<file path="config.mk">
export PLATFORM = sky130hd
export DESIGN_NAME = nonce_uart_tx
export DESIGN_NICKNAME = d
export VERILOG_FILES = /design/src/rtl/nonce_uart_tx.sv
export SDC_FILE = /design/constraint.sdc
export NUM_CORES = 1
export LEC_CHECK = 0
export BUFFER_PORTS_ARGS = -buffer_cell sky130_fd_sc_hd__buf_2
export CAP_MARGIN = 10
export CORE_ASPECT_RATIO = 1.75
export CORE_UTILIZATION = 54
export CTS_BUF_LIST = sky130_fd_sc_hd__clkbuf_8
export DETAILED_ROUTE_END_ITERATION = 10
export GPL_TIMING_DRIVEN = 0
export PLACE_DENSITY = 0.78
export SETUP_SLACK_MARGIN = 0.3
export SYNTH_ARGS = -nofsm -noshare
export SYNTH_HDL_FRONTEND = slang
export SYNTH_SLANG_ARGS = --single-unit
</file>
<file path="constraint.sdc">
create_clock -name clock -period 2.1 [get_ports clock]
set_clock_uncertainty 0.2 [all_clocks]
set_input_delay 0 -clock clock [delete_from_list [all_inputs] [get_ports clock]]
set_output_delay 0 -clock clock [all_outputs]
set_load 0.03 [all_outputs]
</file>
<file path="src/rtl/nonce_uart_tx.sv">
// Serialises a latched 32-bit nonce as a 5-byte UART 8N1 frame: SYNC_BYTE, then nonce MSB-first.
// Latency: tx drops for the start bit 1 cycle after send is accepted; done pulses 50*CLKS_PER_BIT cycles after that.
// Backpressure: send is only accepted while idle (busy=0); requests during a frame are dropped, not queued.
module nonce_uart_tx #(
    parameter int         CLKS_PER_BIT = 868,
    parameter logic [7:0] SYNC_BYTE    = 8'h4E
) (
    input  logic        clock,
    input  logic        reset,
    input  logic        send,
    input  logic [31:0] nonce,
    output logic        tx,
    output logic        busy,
    output logic        done
);

    // Counter just wide enough for 0..CLKS_PER_BIT-1; guard keeps a legal width for tiny values.
    localparam int            CW        = (CLKS_PER_BIT > 1) ? $clog2(CLKS_PER_BIT) : 1;
    localparam logic [CW-1:0] BAUD_LAST = CW'(CLKS_PER_BIT - 1);

    typedef enum logic [1:0] {
        IDLE,
        START,
        DATA,
        STOP
    } state_t;

    state_t        state;
    state_t        stateNext;
    logic [CW-1:0] baudCnt;
    logic [CW-1:0] baudNext;
    logic [2:0]    bitIdx;
    logic [2:0]    bitNext;
    logic [2:0]    byteIdx;
    logic [2:0]    byteNext;
    // Whole frame is latched at acceptance; the byte on the wire is always the top 8 bits,
    // and the register shifts left by a byte after each stop bit.
    logic [39:0]   frameReg;
    logic [39:0]   frameNext;
    logic          txReg;
    logic          txNext;
    logic          busyReg;
    logic          busyNext;
    logic          doneReg;
    logic          doneNext;

    logic          baudLast;
    logic [7:0]    curByte;
    logic [2:0]    bitIdxInc;

    assign baudLast  = (baudCnt == BAUD_LAST);
    assign curByte   = frameReg[39:32];
    assign bitIdxInc = bitIdx + 3'd1;

    assign tx   = txReg;
    assign busy = busyReg;
    assign done = doneReg;

    // State and registered outputs; reset abandons any partial frame with the line high.
    always_ff @(posedge clock) begin
        if (reset) begin
            state    <= IDLE;
            baudCnt  <= '0;
            bitIdx   <= '0;
            byteIdx  <= '0;
            frameReg <= '0;
            txReg    <= 1'b1;
            busyReg  <= 1'b0;
            doneReg  <= 1'b0;
        end else begin
            state    <= stateNext;
            baudCnt  <= baudNext;
            bitIdx   <= bitNext;
            byteIdx  <= byteNext;
            frameReg <= frameNext;
            txReg    <= txNext;
            busyReg  <= busyNext;
            doneReg  <= doneNext;
        end
    end

    // Next-state logic; outputs are computed one cycle ahead so tx/busy/done come straight from flops.
    always_comb begin
        stateNext = state;
        baudNext  = baudCnt;
        bitNext   = bitIdx;
        byteNext  = byteIdx;
        frameNext = frameReg;
        txNext    = 1'b1;
        busyNext  = 1'b1;
        doneNext  = 1'b0;

        case (state)
            IDLE: begin
                busyNext = 1'b0;
                if (send) begin
                    stateNext = START;
                    frameNext = {SYNC_BYTE, nonce};
                    byteNext  = 3'd0;
                    bitNext   = 3'd0;
                    baudNext  = '0;
                    txNext    = 1'b0;
                    busyNext  = 1'b1;
                end
            end

            START: begin
                if (baudLast) begin
                    stateNext = DATA;
                    baudNext  = '0;
                    bitNext   = 3'd0;
                    txNext    = curByte[0];
                end else begin
                    baudNext  = baudCnt + CW'(1);
                    txNext    = 1'b0;
                end
            end

            DATA: begin
                if (baudLast) begin
                    baudNext = '0;
                    if (bitIdx == 3'd7) begin
                        stateNext = STOP;
                        txNext    = 1'b1;
                    end else begin
                        bitNext   = bitIdxInc;
                        txNext    = curByte[bitIdxInc];
                    end
                end else begin
                    baudNext = baudCnt + CW'(1);
                    txNext   = curByte[bitIdx];
                end
            end

            STOP: begin
                if (baudLast) begin
                    baudNext = '0;
                    if (byteIdx == 3'd4) begin
                        // Last stop bit ends: done and busy-low land on the same cycle, line stays high.
                        stateNext = IDLE;
                        busyNext  = 1'b0;
                        doneNext  = 1'b1;
                    end else begin
                        // Straight into the next start bit, no inter-byte idle.
                        stateNext = START;
                        byteNext  = byteIdx + 3'd1;
                        frameNext = {frameReg[31:0], 8'h00};
                        txNext    = 1'b0;
                    end
                end else begin
                    baudNext = baudCnt + CW'(1);
                end
            end

            default: begin
                stateNext = IDLE;
                busyNext  = 1'b0;
            end
        endcase
    end

endmodule

</file>
==> key figures <==
Die
  – Total Die Area: 6100 sq um
  – Starting density of the core: 0.559
  – I/O pins: 38
  – Core area: 5590 sq um
  – Row count: 36
  – Die X: about 60 um
  – DIE HEIGHT: 103 um

Worst setup path
  – Critical Path AT: about 2.1 ns
  – CP max FO: 10
  – WP data required: 2.09 ns
  – WS Path Type: flop to flop
  – Worst setup EP type: flop
  – Startpoint Class: flop

Yosys
  – YS warnings: 0
  – Mapped Cells: 314
  – Cell variety after synth: 55
  – Post-synth ARST share: 0
  – Syn_area_per_cell: 9.95 sq um
  – Ys flop type: dfxtp_1
  – Post-synth EDFFs: 0
  – Sequential cell area fraction in the yosys report: 0.391
  – Synth Register Bits: 61
  – Cell area after synthesis: 3120 sq um
  – Syn nets: around 360

Place
  – Gpl congestion: 0.880
  – Placement-stage cell area: 3470 sq um
  – Placed insts: 427
  – Port-buffer cells: 37
  – Post-DP HPWL: 5.68 mm

Power and ir drop
  – P_leak: 1.59 nW
  – Total Power: about 5.5 mW
  – PD cells: ~1200 nW/um^2
  – VDD IR max: 731 uV

Clock network
  – CTS tree: done
  – TritonCTS Buffers: 9
  – Clk slew on worst S/H paths: around 0.060 ns
  – Worst skew pair latency: 0.34 ns
  – Htree depth: 3
  – # clock sinks: approximately 60
  – CTS Root Cell: clkbuf_8
  – Clock Path Buffers: 2

Outcome
  – Failing checks: negative setup slack
  – Status: complete, but fails checks

Global route
  – Met2 usage: 0.598
  – Vias in the first global route: slightly above 3000
  – Largest net degree at the start of global routing: 11
  – Grt met3 use: 0.0615
  – First-pass GRT wire length: ~14 mm
  – Gr busiest metal: met2
  – Initial antenna violation count: 0
  – Grt met1 use: 0.313
  – All-Layer GR Usage: 0.319
  – GR Overflow Total: 0

STA
  – Worst Max-Slew Pin Slew: 0.773 ns
  – Final Hold Viols: 0
  – Max Fclk: 0.474 GHz
  – Unrepaired setup endpoints after global routing: true
  – Min setup slack post-route: -0.00923 ns
  – Final setup fails: 1
  – Min Tclk post-route: roughly 2.1 ns
  – Slew margin rel.: 0.485
  – Slew Limit Fails: 0
  – Fin crit share: 1.00

Route
  – DRC Markers: 0
  – ANT nets after route: 0
  – DR vias: between 3000 and 4000
  – Vias per cell: 6.20
  – Drt wl/cell: between 15 and 20 um
  – TritonRoute pass-1 iters: 7
  – Total wire length: 9.51 mm
  – First DRT Iteration DRCs: 148

Run
  – Number of max-cap violations: 0

Layout
  – Fin nets: 456
  – Most frequent cells in the layout: dfxtp_1, buf_2, a21oi_1
  – Fill cells: 350
  – Final instance count without filler cells: 491
  – Number of antenna diodes: 0
  – Final Cell Area: 4450 sq um
  – Most common cell after layout, fill and taps aside: dfxtp_1
  – Area Overhead vs Synth: 42.5%
  – Share of cells above drive strength 1: 0.398

Hold path
  – HP Class: primary input to flop
## synthesized netlist by cell type, drive strengths merged (4+ instances only)
master  number  share of area
a21oi       42          0.069
o21ai       16          0.026
inv          7         0.0084
a211oi      26          0.095
nand2       11          0.013
ha          10          0.040
dfxtp       61           0.39
buf         11          0.023
clkbuf      11          0.013
nor2         8          0.010
mux2i       26          0.083
nand3       13          0.021
a311oi       4          0.011
a31oi        5          0.010
o221a        4          0.014
a22o         8          0.022
## final cells by class
type                            count  area, sq um  area share
Multi-Input combinational cell    223         2050       0.460
Buffer                             22          179      0.0402
Clock inverter                      4         41.3     0.00927
Sequential cell                    61         1250       0.280
Timing Repair Buffer               86          657       0.148
Inverter                            8         32.5     0.00731
Clock buffer                       11          151      0.0340
Tap cell                           76         95.1      0.0214
## per-layer routing
metal,wire length [um],vias up,share of wire
met5,0,-,0
met2,5370,108,0.56
met3,462,38,0.049
li1,-,1416,-
met1,3270,1484,0.34
met4,407,0,0.043
## critical path, cell delays in order (launching register included)
cell and delay [ns]:
dfxtp_2 0.32, buf_6 0.11, or3b_4 0.41, o41a_1 0.45, nor2_4 0.18, buf_6 0.20
a211oi_2 0.09
## state kept, by name, summed over array words and instances (netlist names)
name	flops
frameReg	40
baudCnt	10
bitIdx	3
byteIdx	3
state	2
busy	1
done	1
tx	1
## worst paths after layout
kind                                           startpoint                   endpoint  slack [ns]  cells after the start
worst max-delay path              baudCnt[7]$_SDFFE_PP0P_  frameReg[18]$_SDFFE_PP0P_      -0.009                      6
worst min-delay path                                reset    baudCnt[6]$_SDFFE_PP0P_        0.14                      3
worst max register to register    baudCnt[7]$_SDFFE_PP0P_  frameReg[18]$_SDFFE_PP0P_      -0.009                      6
worst min register to register  frameReg[24]$_SDFFE_PP0P_  frameReg[32]$_SDFFE_PP0P_        0.28                      2
## power by group
part / total, mW / internal (mW) / leakage [nW] / switching [mW]
sequential: 1.74 / 1.51 / 0.507 / 0.231
clock: 1.05 / 0.594 / 0.109 / 0.454
combinational: 2.76 / 1.28 / 0.970 / 1.48
## logic make-up after synthesis
family	after synthesis	share of synthesized area
AOI/OAI and AO/OA	123	0.304
adders and majority gates	10	0.0401
buffers and inverters	30	0.0461
DFF	61	0.391
muxes	31	0.112
and+or+nand+nor	59	0.107
## stage by stage
step | setup TNS (ns) | hold slack (ns) | utilization | worst slack, ns
2_1_floorplan | 0 | -0.0745 | - | 0.102
3_3_place_gp | -4.55 | 0.0127 | 0.622 | -0.203
3_5_place_dp | -5.20 | 0.0162 | 0.622 | -0.244
4_1_cts | 0 | 0.148 | 0.748 | 0.0542
5_1_grt | -0.720 | 0.181 | 0.797 | -0.0596
6_report | -0.00923 | 0.144 | 0.797 | -0.00923
## repair_timing
| action | 4_1_cts | 5_1_grt |
|---|---|---|
| setup buffers | 7 | 8 |
| hold buffers | 34 | 0 |
| resized for setup | 42 | 49 |
| setup endpoints to repair | 60 | 61 |
| hold endpoints to repair | 39 | 0 |
| pin swaps | 5 | 16 |
No activity file was read; power rests on OpenSTA's default activity.
